==> src/rtl/ctrl_pkt_pkg.sv <==
// ---------------------------------------------------------------------------
// ctrl_pkt_pkg
//   Shared definitions for control-stream table-write packets:
//   - header field constants (flag value and bit offsets inside the 512-bit beat)
//   - control-stream widths
//   - FSM state encoding for the table-write generator
//   - ent_byte_reorder(): maps an MSB-first entry onto beat byte lanes
// ---------------------------------------------------------------------------
package ctrl_pkt_pkg;

   localparam logic [15:0] CTRL_FLAG_TBL_WR = 16'hF2F1;
   localparam int unsigned MOD_ID_LSB       = 368;
   localparam int unsigned FLAG_LSB         = 320;
   localparam int unsigned INDEX_LSB        = 384;

   localparam int unsigned AXIS_DATA_W      = 512;
   localparam int unsigned AXIS_USER_W      = 128;
   localparam int unsigned AXIS_KEEP_W      = AXIS_DATA_W / 8;

   typedef enum logic [1:0] {
      IDLE = 2'd0,
      HDR  = 2'd1,
      ENT  = 2'd2
   } state_t;

   // ent holds the entry right-justified (entry LSB at bit 0), nbytes is the
   // entry width in bytes. The entry's most significant byte lands in beat
   // byte 0, the next one in byte 1, and so on; lanes above nbytes stay zero.
   function automatic logic [AXIS_DATA_W-1:0] ent_byte_reorder(
      input logic [AXIS_DATA_W-1:0] ent,
      input int unsigned            nbytes
   );
      logic [AXIS_DATA_W-1:0] beat;
      logic [8:0]             src;
      logic [8:0]             dst;
      beat = '0;
      for (int unsigned i = 0; i < AXIS_KEEP_W; i++) begin
         if (i < nbytes) begin
            dst = 9'(8 * i);
            src = 9'(8 * (nbytes - 1 - i));
            beat[dst +: 8] = ent[src +: 8];
         end
      end
      return beat;
   endfunction

endpackage

==> src/rtl/ctrl_tbl_wr_gen_if.sv <==
// ---------------------------------------------------------------------------
// ctrl_tbl_wr_gen_if
//   Control-stream AXI4-Stream bundle.
//   tdata  [512] beat payload
//   tuser  [128] sideband (tuser[15:0] carries packet length on the header)
//   tkeep  [64]  byte enables
//   tvalid/tready handshake, tlast marks the final beat of a packet
//   modport master : driver of the stream (the generator)
//   modport slave  : consumer of the stream
// ---------------------------------------------------------------------------
interface ctrl_tbl_wr_gen_if
   import ctrl_pkt_pkg::*;
#(
   parameter int unsigned DATA_W = AXIS_DATA_W,
   parameter int unsigned USER_W = AXIS_USER_W
);
   logic [DATA_W-1:0]   tdata;
   logic [USER_W-1:0]   tuser;
   logic [DATA_W/8-1:0] tkeep;
   logic                tvalid;
   logic                tlast;
   logic                tready;

   modport master (
      output tdata, tuser, tkeep, tvalid, tlast,
      input  tready
   );

   modport slave (
      input  tdata, tuser, tkeep, tvalid, tlast,
      output tready
   );
endinterface

==> src/rtl/ctrl_axis_out_reg.sv <==
// ---------------------------------------------------------------------------
// ctrl_axis_out_reg
//   Single-stage output holding register for the control stream.
//   clk     : clock, rising edge
//   rst     : synchronous active-high reset, clears all outputs
//   ld_i    : load the presented beat (only asserted while free_o is high)
//   tdata_i, tuser_i, tkeep_i, tlast_i : beat to load
//   free_o  : register is empty or its beat is being accepted this cycle
//   m       : control-stream master modport
//   A beat stays frozen while tvalid=1 and tready=0.
// ---------------------------------------------------------------------------
module ctrl_axis_out_reg #(
   parameter int unsigned DATA_W = 512,
   parameter int unsigned USER_W = 128
) (
   input  logic                clk,
   input  logic                rst,
   input  logic                ld_i,
   input  logic [DATA_W-1:0]   tdata_i,
   input  logic [USER_W-1:0]   tuser_i,
   input  logic [DATA_W/8-1:0] tkeep_i,
   input  logic                tlast_i,
   output logic                free_o,
   ctrl_tbl_wr_gen_if.master   m
);

   logic [DATA_W-1:0]   tdata_q;
   logic [USER_W-1:0]   tuser_q;
   logic [DATA_W/8-1:0] tkeep_q;
   logic                tlast_q;
   logic                tvalid_q;

   assign free_o = !tvalid_q || m.tready;

   always_ff @(posedge clk) begin
      if (rst) begin
         tdata_q  <= '0;
         tuser_q  <= '0;
         tkeep_q  <= '0;
         tlast_q  <= 1'b0;
         tvalid_q <= 1'b0;
      end else if (ld_i) begin
         tdata_q  <= tdata_i;
         tuser_q  <= tuser_i;
         tkeep_q  <= tkeep_i;
         tlast_q  <= tlast_i;
         tvalid_q <= 1'b1;
      end else if (m.tready) begin
         tvalid_q <= 1'b0;
      end
   end

   assign m.tdata  = tdata_q;
   assign m.tuser  = tuser_q;
   assign m.tkeep  = tkeep_q;
   assign m.tlast  = tlast_q;
   assign m.tvalid = tvalid_q;

endmodule

==> src/rtl/ctrl_tbl_wr_gen.sv <==
// ---------------------------------------------------------------------------
// ctrl_tbl_wr_gen
//   Builds table-write control packets: one header beat followed by
//   req_cnt+1 entry beats, one beat per table entry.
//   axis_clk    : clock, rising edge
//   areset      : synchronous active-high reset
//   req_valid/req_ready, req_mod_id, req_index, req_cnt : request handshake
//   ent_data/ent_valid/ent_ready : entry stream (ent_data is MSB-first)
//   ctrl_m_axis : control-stream master (tdata/tuser/tkeep/tvalid/tlast/tready)
//   busy        : FSM is not IDLE
// ---------------------------------------------------------------------------
module ctrl_tbl_wr_gen
   import ctrl_pkt_pkg::*;
#(
   parameter int unsigned C_S_AXIS_DATA_WIDTH  = 512,
   parameter int unsigned C_S_AXIS_TUSER_WIDTH = 128,
   parameter int unsigned C_ENTRY_WIDTH        = 160
) (
   input  logic                     axis_clk,
   input  logic                     areset,
   input  logic                     req_valid,
   output logic                     req_ready,
   input  logic [7:0]               req_mod_id,
   input  logic [7:0]               req_index,
   input  logic [4:0]               req_cnt,
   input  logic [C_ENTRY_WIDTH-1:0] ent_data,
   input  logic                     ent_valid,
   output logic                     ent_ready,
   ctrl_tbl_wr_gen_if.master        ctrl_m_axis,
   output logic                     busy
);

   localparam int unsigned KEEP_W    = C_S_AXIS_DATA_WIDTH / 8;
   localparam int unsigned ENT_BYTES = C_ENTRY_WIDTH / 8;

   state_t     state_q;
   logic [7:0] mod_id_q;
   logic [7:0] index_q;
   logic [4:0] cnt_q;
   logic [4:0] beat_cnt_q;

   logic out_free;
   logic ent_fire;
   logic last_ent;
   logic req_fire;
   logic hdr_ld;
   logic beat_ld;

   logic [C_S_AXIS_DATA_WIDTH-1:0]  ent_ext;
   logic [C_S_AXIS_DATA_WIDTH-1:0]  beat_data;
   logic [C_S_AXIS_TUSER_WIDTH-1:0] beat_user;
   logic [KEEP_W-1:0]               beat_keep;
   logic                            beat_last;
   logic [5:0]                      hdr_beats;

   // Handshakes; everything is gated off while reset is held.
   assign ent_ready = !areset && (state_q == ENT) && out_free;
   assign ent_fire  = ent_valid && ent_ready;
   assign last_ent  = ent_fire && (beat_cnt_q == cnt_q);
   // The next request is taken in the cycle the final entry is loaded so
   // its header follows the tlast beat without a gap.
   assign req_ready = !areset && ((state_q == IDLE) || last_ent);
   assign req_fire  = req_valid && req_ready;
   assign hdr_ld    = !areset && (state_q == HDR) && out_free;
   assign beat_ld   = hdr_ld || ent_fire;
   assign busy      = (state_q != IDLE);

   assign ent_ext   = C_S_AXIS_DATA_WIDTH'(ent_data);
   // Packet length in beats: header plus cnt+1 entries.
   assign hdr_beats = 6'(cnt_q) + 6'd2;

   always_comb begin
      beat_data = '0;
      beat_user = '0;
      beat_keep = '1;
      beat_last = 1'b0;
      if (state_q == HDR) begin
         beat_data[MOD_ID_LSB +: 8]  = mod_id_q;
         beat_data[FLAG_LSB   +: 16] = CTRL_FLAG_TBL_WR;
         beat_data[INDEX_LSB  +: 8]  = index_q;
         beat_user[15:0]             = {4'b0, hdr_beats, 6'b0};
      end else begin
         beat_data = ent_byte_reorder(ent_ext, ENT_BYTES);
         beat_last = (beat_cnt_q == cnt_q);
      end
   end

   always_ff @(posedge axis_clk) begin
      if (areset) begin
         state_q    <= IDLE;
         mod_id_q   <= '0;
         index_q    <= '0;
         cnt_q      <= '0;
         beat_cnt_q <= '0;
      end else begin
         case (state_q)
            IDLE: begin
               if (req_fire) begin
                  mod_id_q <= req_mod_id;
                  index_q  <= req_index;
                  cnt_q    <= req_cnt;
                  state_q  <= HDR;
               end
            end
            HDR: begin
               if (hdr_ld) begin
                  beat_cnt_q <= '0;
                  state_q    <= ENT;
               end
            end
            ENT: begin
               if (ent_fire) begin
                  beat_cnt_q <= beat_cnt_q + 5'd1;
                  if (last_ent) begin
                     if (req_fire) begin
                        mod_id_q <= req_mod_id;
                        index_q  <= req_index;
                        cnt_q    <= req_cnt;
                        state_q  <= HDR;
                     end else begin
                        state_q  <= IDLE;
                     end
                  end
               end
            end
            default: state_q <= IDLE;
         endcase
      end
   end

   ctrl_axis_out_reg #(
      .DATA_W (C_S_AXIS_DATA_WIDTH),
      .USER_W (C_S_AXIS_TUSER_WIDTH)
   ) u_out_reg (
      .clk     (axis_clk),
      .rst     (areset),
      .ld_i    (beat_ld),
      .tdata_i (beat_data),
      .tuser_i (beat_user),
      .tkeep_i (beat_keep),
      .tlast_i (beat_last),
      .free_o  (out_free),
      .m       (ctrl_m_axis)
   );

endmodule
==> src/flat_wrapper.sv <==
// flat-port wrapper written by rule: the top's interface ports become plain ports
module ctrl_tbl_wr_gen_flat import ctrl_pkt_pkg::*;
#(
   parameter int unsigned C_S_AXIS_DATA_WIDTH  = 512,
   parameter int unsigned C_S_AXIS_TUSER_WIDTH = 128,
   parameter int unsigned C_ENTRY_WIDTH        = 160
)
  (axis_clk, areset, req_valid, req_ready, req_mod_id, req_index, req_cnt, ent_data, ent_valid, ent_ready, busy, ctrl_m_axis_tdata, ctrl_m_axis_tuser, ctrl_m_axis_tkeep, ctrl_m_axis_tvalid, ctrl_m_axis_tlast, ctrl_m_axis_tready);
  ctrl_tbl_wr_gen_if ctrl_m_axis_i ();
  input  logic axis_clk;
  input  logic areset;
  input  logic req_valid;
  output logic req_ready;
  input  logic [7:0] req_mod_id;
  input  logic [7:0] req_index;
  input  logic [4:0] req_cnt;
  input  logic [C_ENTRY_WIDTH-1:0] ent_data;
  input  logic ent_valid;
  output logic ent_ready;
  output logic busy;
  output wire logic [$bits(ctrl_m_axis_i.tdata)-1:0] ctrl_m_axis_tdata;
  output wire logic [$bits(ctrl_m_axis_i.tuser)-1:0] ctrl_m_axis_tuser;
  output wire logic [$bits(ctrl_m_axis_i.tkeep)-1:0] ctrl_m_axis_tkeep;
  output wire logic [$bits(ctrl_m_axis_i.tvalid)-1:0] ctrl_m_axis_tvalid;
  output wire logic [$bits(ctrl_m_axis_i.tlast)-1:0] ctrl_m_axis_tlast;
  input wire logic [$bits(ctrl_m_axis_i.tready)-1:0] ctrl_m_axis_tready;
  assign ctrl_m_axis_tdata = ctrl_m_axis_i.tdata;
  assign ctrl_m_axis_tuser = ctrl_m_axis_i.tuser;
  assign ctrl_m_axis_tkeep = ctrl_m_axis_i.tkeep;
  assign ctrl_m_axis_tvalid = ctrl_m_axis_i.tvalid;
  assign ctrl_m_axis_tlast = ctrl_m_axis_i.tlast;
  assign ctrl_m_axis_i.tready = ctrl_m_axis_tready;
  ctrl_tbl_wr_gen #(.C_S_AXIS_DATA_WIDTH(C_S_AXIS_DATA_WIDTH), .C_S_AXIS_TUSER_WIDTH(C_S_AXIS_TUSER_WIDTH), .C_ENTRY_WIDTH(C_ENTRY_WIDTH)) u_core (.axis_clk(axis_clk), .areset(areset), .req_valid(req_valid), .req_ready(req_ready), .req_mod_id(req_mod_id), .req_index(req_index), .req_cnt(req_cnt), .ent_data(ent_data), .ent_valid(ent_valid), .ent_ready(ent_ready), .ctrl_m_axis(ctrl_m_axis_i), .busy(busy));
endmodule
==> config.mk <==
export PLATFORM = sky130hd
export DESIGN_NAME = ctrl_tbl_wr_gen_flat
export DESIGN_NICKNAME = d
export VERILOG_FILES = /design/src/rtl/ctrl_pkt_pkg.sv /design/src/rtl/ctrl_tbl_wr_gen_if.sv /design/src/rtl/ctrl_axis_out_reg.sv /design/src/rtl/ctrl_tbl_wr_gen.sv /design/src/flat_wrapper.sv
export SDC_FILE = /design/constraint.sdc
export NUM_CORES = 1
export LEC_CHECK = 0
export BUFFER_PORTS_ARGS = -buffer_cell sky130_fd_sc_hd__buf_4
export CAP_MARGIN = 20
export CORE_AREA = 5 5 342 344
export DETAILED_ROUTE_END_ITERATION = 8
export DIE_AREA = 0 0 347 349
export GPL_TIMING_DRIVEN = 0
export PLACE_DENSITY_LB_ADDON = 0.2
export SETUP_SLACK_MARGIN = 0.2
export SLEW_MARGIN = 20
export SYNTH_ARGS = -nofsm -noshare
export SYNTH_HDL_FRONTEND = slang
export SYNTH_HIERARCHICAL = 1
export SYNTH_SLANG_ARGS = --single-unit
==> constraint.sdc <==
create_clock -name axis_clk -period 2.5 [get_ports axis_clk]
set_input_delay 0.125 -clock axis_clk [delete_from_list [all_inputs] [get_ports axis_clk]]
set_output_delay 0.125 -clock axis_clk [all_outputs]
set_load 0.005 [all_outputs]
Yosys cells after proc, flatten, opt, wreduce, memory -nomap -nowiden. Index checks and enable logic that the tools add are counted.

Add/subtract/negate cells: 2. Equality and inequality tests: 7. Mux-type cells: 29. Reductions and logical operators: 21.

Operators by type and width (count): $mux W160 (1); $mux W8 (8); $pmux W8 S2 (2); $mux W5 (5); $pmux W5 S2 (2); $mux W16 (1); $mux W12 (1); $logic_and A1 B1 Y1 (8); $mux W2 (4); $ne A2 B1 Y1 const B (4); $reduce_bool A2 Y1 (4); $add A5 B2 Y6 const B (1); $pmux W2 S3 (1); $reduce_and A3 Y1 (2); $add A5 B1 Y5 const B (1); $eq A5 B5 Y1 (1); $mux W1 (4); $reduce_and A4 Y1 (1); $logic_or A1 B1 Y1 (3); $eq A2 B1 Y1 const B (1); $eq A2 B2 Y1 const B (1); $logic_not A1 Y1 (2); $logic_not A2 Y1 (1).

Register bits: 399. Bits of input ports: 186. Output and inout port bits: 709. Logic and storage cells: 69.

Depth between registers and ports, before layout. Gate-level depths: netlist (run 1).

Word-level depth: 12. Mapped depth: 9. Gate-level depth less buffers: 5.

Hierarchy. The synthesis (run 1) kept the hierarchy.

Modules (own cells, without submodules): ctrl_axis_out_reg (times used 1, cells an instance 2277, area an instance 24951.4 um^2, sequential area each 14133.6 um^2); ctrl_tbl_wr_gen (times used 1, cells an instance 354, area an instance 2678.8 um^2, sequential area each 560.5 um^2).

Least setup slack after synthesis (run 1). OpenSTA, ideal clock, no wires.

Kind: register to register. Start: register u_core.state_q[1]. End: register u_core.u_out_reg.tdata_q[108], in the netlist u_core/u_out_reg/m.tdata[108]. Library setup time: 0.128 ns. Arrival: 1.614 ns. Required time: 2.372 ns. Setup slack: 0.759 ns. Stages on the path, launching flop included: 10. Buffers on the path: 5. Clock period less this slack: 1.741 ns. Path through: dfxtp_1 -> nand2b_1 -> buf_2 -> a21oi_1 -> buf_2 -> buf_6 -> buf_6 -> buf_6 -> mux2i_1 -> nor2_1.

Word-level cells in the longest chain between the ends: 5. Elaborated cells on any way between the ends: 9. Those cells by class: eq/ne (2); mux (1); reduce/logical (6).

RTL lines: from (decl) (line ctrl_tbl_wr_gen.sv:36) `state_t state_q;`; from (signal assigned) (line ctrl_tbl_wr_gen.sv:90) `state_q <= IDLE;`; from (signal assigned) (line ctrl_tbl_wr_gen.sv:102) `state_q <= HDR;`; from (signal assigned) (line ctrl_tbl_wr_gen.sv:108) `state_q <= ENT;`; $eq A2 B2 Y1 (line ctrl_tbl_wr_gen.sv:57) `assign ent_ready = !areset && (state_q == ENT) && out_free;`; $logic_and A1 B1 Y1 (2 in a row) (line ctrl_tbl_wr_gen.sv:57); $logic_and A1 B1 Y1 (line ctrl_tbl_wr_gen.sv:58) `assign ent_fire = ent_valid && ent_ready;`; $logic_or A1 B1 Y1 (*) (line ctrl_tbl_wr_gen.sv:65) `assign beat_ld = hdr_ld || ent_fire;`; named net u_core.beat_ld (line ctrl_tbl_wr_gen.sv:47) `logic beat_ld;`; to (signal assigned) (line ctrl_axis_out_reg.sv:43) `tdata_q <= tdata_i;`; to (decl) (line ctrl_axis_out_reg.sv:27) `logic [DATA_W-1:0] tdata_q;`.

Mark *: on every way through the listed nets, which the timed path passes. The rest lies on a longest branch. A chain may end at the register's enable or synchronous reset.

Worst setup path in the final report (run 1).
Start: register u_core.cnt_q[2]. End: output port req_ready.

Word-level cells in the longest chain between the ends: 4.

RTL lines: from (decl) (line ctrl_tbl_wr_gen.sv:39) `logic [4:0] cnt_q;`; from (signal assigned) (line ctrl_tbl_wr_gen.sv:101) `cnt_q <= req_cnt;`; from (signal assigned) (line ctrl_tbl_wr_gen.sv:118) `cnt_q <= req_cnt;`; $eq A5 B5 Y1 (line ctrl_tbl_wr_gen.sv:59) `assign last_ent = ent_fire && (beat_cnt_q == cnt_q);`; $logic_and A1 B1 Y1 (line ctrl_tbl_wr_gen.sv:59); $logic_or A1 B1 Y1 (line ctrl_tbl_wr_gen.sv:62) `assign req_ready = !areset && ((state_q == IDLE) || last_ent);`; $logic_and A1 B1 Y1 (line ctrl_tbl_wr_gen.sv:62); to (decl) (line flat_wrapper.sv:13) `output logic req_ready;`.

No other way between the ends.

==> impl_results.md, run 1 <==
- Vias/cell: around 3.8
- Vias in the first global route: approximately 23000
- Drt first-iter violations: between 900 and 1000
- Largest net degree at the start of global routing: 20
- Die X-Extent: 347 microns
- # port buffers: 894
- Clock H-tree levels: 3
- TritonCTS buffer count: 90
- WL final: 105200 microns
- Clock latency on the worst-skew pair: 0.65 ns
- Worst R2R Setup Slack: 0.38 ns
- Synth Area per Inst: 10.50 sq um
- Worst EP arrival: 2.02 ns
- Final net count: 4505
- Detailed-route wire length per cell: 17.83 microns
- Initial antenna violation count: 14
- Clock tree sinks: 734
- Final hold violation count: 0
- Total chip power: 29.52 mW
- Synth Warn #: 6
- I/O pin cnt: 895
- XOR/XNOR Fraction of Synth Area: 0.003487
- Skew final: about 0.018 ns
- Post-synthesis simple-gate area fraction: 0.1522
- Via count: 22650
- Cell Area, Placed: 0.03815 sq mm
- Syn Std Cell Area: about 0.028 sq mm
- Share of cells above drive strength 1: 0.2687
- Yosys reg bits: 734
- TritonCTS clock tree: built
- Post-route insts no fill: 5902
- Register area share after synthesis: 0.5318
- Largest family of logic cells by synthesized area: multiplexers
- Final Util: 0.3795
- RSZ-0062 raised after global routing: false
- Die H: 349 microns
- Area growth, synth to finish: 55.98%
- Post-route cell area: approximately 0.043 sq mm
- Fmax: 0.4662 GHz
- Status: finished clean
- Global placement routability congestion: 0.8293
- Setup Viol. Count Final: 0
- Multiplexer share of the synthesized area: 0.2634
- All-Layer GR Usage: 0.1659
- Max transition margin: 0.4763
- Adder-cell share of the synthesized area: 0.0009057
- Startpoint Class: register
- Clk slew on worst S/H paths: 0.06 ns
- Final Cycle Share: 0.8580
- Clock Tree Buf Depth: 3
- Crit end category: output pin
- Compound-Gate Fraction of Synth Area: 0.003215
- Tightest Hold Check Type: primary input to register
- PD cells: 685.0 mW/mm^2
- CTS root buffer: clkbuf_16
- Starting Density: 0.2433
- Netlist cell types: 32
- Max-cap viol count: 0
- Actual slew at the worst max-slew pin: 0.7855 ns
- Drt first pass iters: 5
- LEAKAGE: 18.87 nW
- Grt ovf: 0
- Critical setup path kind: register to output pin
- Die area: 0.1211 sq mm
- Tmin final: 2.145 ns
- Fin. max-slew vios: 0
- Maximum vdd ir drop: 0.4670 mV
- Crit path max fanout: 4
- DP HPWL: 81630 microns
- Worst EP required: 2.38 ns
- Drc violations: 0
- Wire length of the first global-routing pass: roughly 150000 microns
- Synth Instances: around 2600
- PnR worst setup slack: between 0.3 and 0.4 ns
- Post-Place Worst Slack: -0.06688 ns
- Placement Rows: ~120
- Core Box Area: 0.1136 sq mm
- Inst Count DP: 5547
- Post-detailed-route count of antenna-violating nets: 0
- Fill cells: 11560
[flip-flops by register name (all words and copies together), names as in the netlist]
name / flops
u_core/u_out_reg/m.tuser: 128
u_core/u_out_reg/m.tlast: 1
u_core/mod_id_q: 8
u_core/beat_cnt_q: 5
u_core/u_out_reg/m.tkeep: 64
u_core/u_out_reg/m.tdata: 512
u_core/u_out_reg/m.tvalid: 1
u_core/index_q: 8
u_core/cnt_q: 5
u_core/state_q: 2
[per-layer routing]
layer,part of all wire,up-vias,GRT usage
li1,-,11530,-
met1,0.41,10260,0.1973
met2,0.47,682,0.2747
met3,0.084,172,0.06367
met4,0.034,2,0.05790
met5,0.00012,-,0
[power breakdown]
group | switching (mW) | internal [mW]
clock | 5.25 | 7.71
combinational | 1.95 | 2.05
sequential | 0.316 | 12.2
total | 7.52 | 22.0
[cells in the final DEF (no fill, tap or decap), types with 4 or more instances in the layout]
cell | netlist | final
buf_4 | 31 | 930
dfxtp_1 | 734 | 730
mux2i_1 | 727 | 727
nor2_1 | 715 | 715
conb_1 | 2 | 512
dlygate4sd3_1 | 0 | 187
and2_1 | 178 | 178
clkbuf_16 | 0 | 90
clkbuf_1 | 64 | 77
nand2b_1 | 46 | 45
buf_2 | 44 | 39
buf_6 | 47 | 37
clkbuf_8 | 0 | 30
clkinv_2 | 0 | 14
buf_8 | 0 | 9
diode_2 | 0 | 6
xor2_1 | 6 | 6
clkbuf_4 | 0 | 4
nand3_1 | 4 | 4
xnor2_1 | 5 | 4
dfxtp_2 | 0 | 4
[critical path, cell delays in order (launching register included)]
cell     delay (ns)
dfxtp_2        0.36
xor2_1         0.19
nor4_4         0.32
nand4_1        0.17
a21oi_1        0.19
buf_4          0.15
[what timing repair did]
| item | CTS | global route |
|---|---|---|
| gates cloned | 0 | 0 |
| pin swaps | 2 | 0 |
| hold endpoints to repair | 185 | 0 |
| hold buffers | 187 | 0 |
| endpoints found under the setup margin | 637 | 561 |
| gates resized for setup | 13 | 15 |
| setup buffers | 2 | 1 |
[final timing paths]
kind	from	to	cells after the start
min reg2reg	u_core/index_q[0]	u_core/index_q[0]	2
min	areset	u_core/beat_cnt_q[0]	5
max reg2reg	u_core/state_q[1]	u_core/u_out_reg/m.tdata[428]	9
max	u_core/cnt_q[2]	req_ready	5
[cell type report]
cell class	instances	area, sq um	share of cell area
multi-input combinational	2217	13640	0.3165
clock buffer	136	2725	0.06323
tap	1512	1892	0.04390
antenna	6	15.01	0.0003484
timing repair buffer	1084	8606	0.1997
inverter	4	15.01	0.0003484
sequential	734	14700	0.3411
clock inverter	23	222.7	0.005168
buffer	186	1284	0.02979
[cells in the mapped netlist]
| library cell | instances | area share |
|---|---|---|
| conb_1 | 2 | 0.00027 |
| buf_6 | 47 | 0.019 |
| a211oi_1 | 3 | 0.00082 |
| nand2_1 | 2 | 0.00027 |
| nor4_4 | 1 | 0.00077 |
| nand4b_1 | 1 | 0.00032 |
| and4bb_4 | 1 | 0.00059 |
| mux2i_1 | 727 | 0.26 |
| nand3_1 | 4 | 0.00072 |
| buf_4 | 31 | 0.0084 |
| inv_2 | 1 | 0.00014 |
| and3_1 | 1 | 0.00023 |
| xnor2_1 | 5 | 0.0016 |
| o41ai_1 | 1 | 0.00032 |
| and2_1 | 178 | 0.040 |
| or2_2 | 1 | 0.00023 |
| clkbuf_1 | 64 | 0.0087 |
| nor3b_1 | 1 | 0.00027 |
| a21o_1 | 1 | 0.00027 |
| nand3b_1 | 1 | 0.00027 |
| buf_2 | 44 | 0.0080 |
| ha_1 | 2 | 0.00091 |
| inv_1 | 3 | 0.00041 |
| xor2_1 | 6 | 0.0019 |
| nand4_1 | 1 | 0.00023 |
| a21oi_1 | 4 | 0.00072 |
| a31oi_4 | 1 | 0.00077 |
| nor2_1 | 715 | 0.097 |
| nand2b_1 | 46 | 0.010 |
| and3_4 | 1 | 0.00041 |
| dfxtp_1 | 734 | 0.53 |
| o2bb2ai_1 | 1 | 0.00032 |
[cell families (layout without fill, tap and decap cells)]
| logic type | after synthesis | count (layout) |
|---|---|---|
| AO/OA/AOI/OAI | 11 | 11 |
| XOR/XNOR | 11 | 11 |
| adder cells (fa/ha/maj) | 2 | 2 |
| buffers and inverters | 190 | 1433 |
| flip-flops | 734 | 734 |
| multiplexers | 727 | 727 |
| other | 2 | 518 |
| AND/OR/NAND/NOR | 954 | 954 |
[per-stage QoR]
stage,hold slack (ns),setup TNS (ns)
2_1_floorplan,0.2771,0
5_1_grt,0.05742,0
6_report,0.07993,0
3_3_place_gp,0.3966,-6.998
3_5_place_dp,0.3954,-1.117
4_1_cts,0.003041,0
(Power assumes the default switching activity.)
==> run 2, diff against run 1 <==
Settings changed: PLACE_DENSITY set to 0.45, PLACE_DENSITY_LB_ADDON 0.2 to not set.
==> impl_results.md, run 2 (synthesis results as in run 1) <==
- Drt first-iter violations: 908 (-1.1%)
- Tmin final: 2.169 ns (+0.02432 ns)
- WHS Endpoint: u_core/mod_id_q[2]
- Startpoint Class: primary input
- Vias/cell: 3.824 (-0.33%)
- Worst EP arrival: 2.69 ns (+0.67 ns)
- Detailed-route wire length per cell: 18.48 microns (+3.7%)
- Global placement routability congestion: 0.8290 (about the same)
- Drc violations: 0 (unchanged)
- Final Cycle Share: 0.8677 (+0.009726)
- Crit end category: register
- Commonest cells after routing, fill and taps aside: buf_4, dfxtp_1, mux2i_1
- Worst r2r src: u_core/state_q[1]
- Die area: 0.1211 sq mm (unchanged)
- Largest net degree at the start of global routing: 20 (unchanged)
- Clock latency on the worst-skew pair: 0.66 ns (about the same)
- Fin. max-slew vios: 0 (unchanged)
- RSZ-0062 raised after global routing: false
- LEAKAGE: 18.84 nW (-0.17%)
- TritonCTS buffer count: 90 (unchanged)
- Delay-heaviest family, CP: buffers and inverters
- Worst r2r path cells: 9 (unchanged)
- All-Layer GR Usage: 0.1718 (+0.005928)
- PD cells: 681.9 mW/mm^2 (-0.45%)
- Post-Place Worst Slack: -0.1285 ns (-0.06167 ns)
- Die H: 349 microns (unchanged)
- Clock tree sinks: 734 (unchanged)
- Worst path bufs/invs: 6 (+5)
- Maximum vdd ir drop: 0.4603 mV (-1.4%)
- Placement Rows: 124 (unchanged)
- Worst R2R Setup Slack: 0.35 ns (-0.03 ns)
- Fill cells: 11720 (+1.4%)
- Final hold violation count: 0 (unchanged)
- Critical setup path kind: primary input to register
- DP HPWL: 84970 microns (+4.1%)
- Die X-Extent: 347 microns (unchanged)
- Vias in the first global route: 22610 (+0.32%)
- Clock Tree Buf Depth: 3 (unchanged)
- Area growth, synth to finish: 55.74%
- Crit path max-delay cell type: dlygate4sd3_1
- Hold path depth: 4 (-1)
- Final net count: 4506 (+0.022%)
- Clock H-tree levels: 3 (unchanged)
- Final Util: 0.3789 (-0.0005840)
- Max reg flops: 512 (unchanged)
- Status: finished clean
- CP most frequent cell: buf_2
- Grt ovf: 0 (unchanged)
- Worst-path cell chain: dlygate4sd3_1 > buf_4 > buf_2 > buf_2 > clkbuf_1 > buf_2 > nor2_1
- Skew final: 0.02709 ns (+0.009456 ns)
- PnR worst setup slack: 0.3308 ns (-0.02432 ns)
- Crit path max fanout: 10 (+6)
- Drt first pass iters: 7 (+2)
- WL final: 109200 microns (+3.8%)
- Fmax: 0.4610 GHz (-1.1%)
- Core Box Area: 0.1136 sq mm (unchanged)
- CTS root buffer: clkbuf_16
- Share of cells above drive strength 1: 0.2679 (-0.0007618)
- Initial antenna violation count: 22 (+8)
- I/O pin cnt: 895 (unchanged)
- Clk slew on worst S/H paths: 0.05 ns (about the same)
- Wire length of the first global-routing pass: 156500 microns (+2.8%)
- Max transition margin: 0.3975 (-0.07884)
- Actual slew at the worst max-slew pin: 0.9038 ns (+0.1183 ns)
- Max-cap viol count: 0 (unchanged)
- Starting Density: 0.2433 (unchanged)
- Tightest Hold Check Type: primary input to register
- Via count: 22590 (-0.25%)
- Crit-path max cell delay: 0.61 ns (+0.25 ns)
- Post-detailed-route count of antenna-violating nets: 0 (unchanged)
- Hold Startpoint: req_mod_id[2]
- TritonCTS clock tree: built
- # port buffers: 894 (unchanged)
- Leading cell type in the layout, fill and taps excluded: buf_4
- Setup Viol. Count Final: 0 (unchanged)
- FF-to-FF End: u_core/u_out_reg/m.tdata[90]
- Worst EP required: 3.02 ns (+0.64 ns)
## run 2: cell count changes in the layout (fill, tap and decap cells not counted), sizes merged
cell / delta
clkbuf: +3
inv: +2
buf: +3
clkinvlp: -1
bufinv: -2
## run 2: tightest hold or removal path, stage by stage
cell and delay, ns:
dlygate4sd3_1 0.55, buf_4 0.11, nand2b_1 0.04, mux2i_1 0.10
## run 2: layout make-up
cell class | instances | area, sq um | share of cell area
Sequential cell | 734 | 14700 | 0.3416
Multi-Input combinational cell | 2217 | 13640 | 0.3169
Timing Repair Buffer | 1085 | 8613 | 0.2002
Clock buffer | 141 | 2718 | 0.06315
Tap cell | 1512 | 1892 | 0.04396
Buffer | 186 | 1277 | 0.02969
Clock inverter | 22 | 161.4 | 0.003751
Inverter | 4 | 15.01 | 0.0003489
Antenna cell | 6 | 15.01 | 0.0003489
## run 2: worst max-delay path by stage
stage,cells past startpoint,end,from,slack [ns]
floorplan,9,u_core/u_out_reg/m.tdata[108],u_core/state_q[1],0.76
global placement,7,u_core/u_out_reg/m.tdata[153],u_core/state_q[1],-0.11
detailed placement,7,u_core/u_out_reg/m.tdata[149],u_core/state_q[1],-0.13
CTS,9,u_core/u_out_reg/m.tdata[449],u_core/state_q[1],0.20
global route,9,u_core/u_out_reg/m.tdata[451],u_core/state_q[1],0.19
finish,7,u_core/u_out_reg/m.tdata[452],areset,0.33
## run 2: metrics by stage
| step | instance area [sq um] | setup TNS (ns) | power (mW) | cells | hold WS, ns |
|---|---|---|---|---|---|
| global route | 43030 | 0 | 30.76 | 5905 | 0.3301 |
| floorplan | 29540 | 0 | 14.77 | 3141 | 0.2771 |
| global placement | 38150 | -1.802 | 16.58 | 5547 | 0.3913 |
| CTS | 42960 | 0 | 29.92 | 5899 | 0.2891 |
| finish | 43030 | 0 | 29.34 | 5907 | 0.3495 |
| detailed placement | 38150 | -1.778 | 16.60 | 5547 | 0.4013 |
## run 2: what timing repair did
| item | CTS | global route |
|---|---|---|
| setup buffers | 2 | 2 |
| pin swaps | 2 | 3 |
| hold buffers | 187 | 0 |
| gates resized for setup | 17 | 15 |
| setup endpoints to repair | 601 | 486 |
| hold endpoints to repair | 185 | 0 |
## run 2: layer usage
layer | wire length (microns) | share of wire | track usage
met3 | 9680 | 0.089 | 0.06691
met1 | 45110 | 0.41 | 0.2055
met2 | 51900 | 0.48 | 0.2891
met4 | 2473 | 0.023 | 0.04592
met5 | 13 | 0.00012 | 0
## run 2: report_power, final
group | total, mW | switching (mW) | internal, mW
clock network | 12.7 | 5.28 | 7.46
logic | 4.04 | 1.99 | 2.05
registers | 12.6 | 0.314 | 12.2
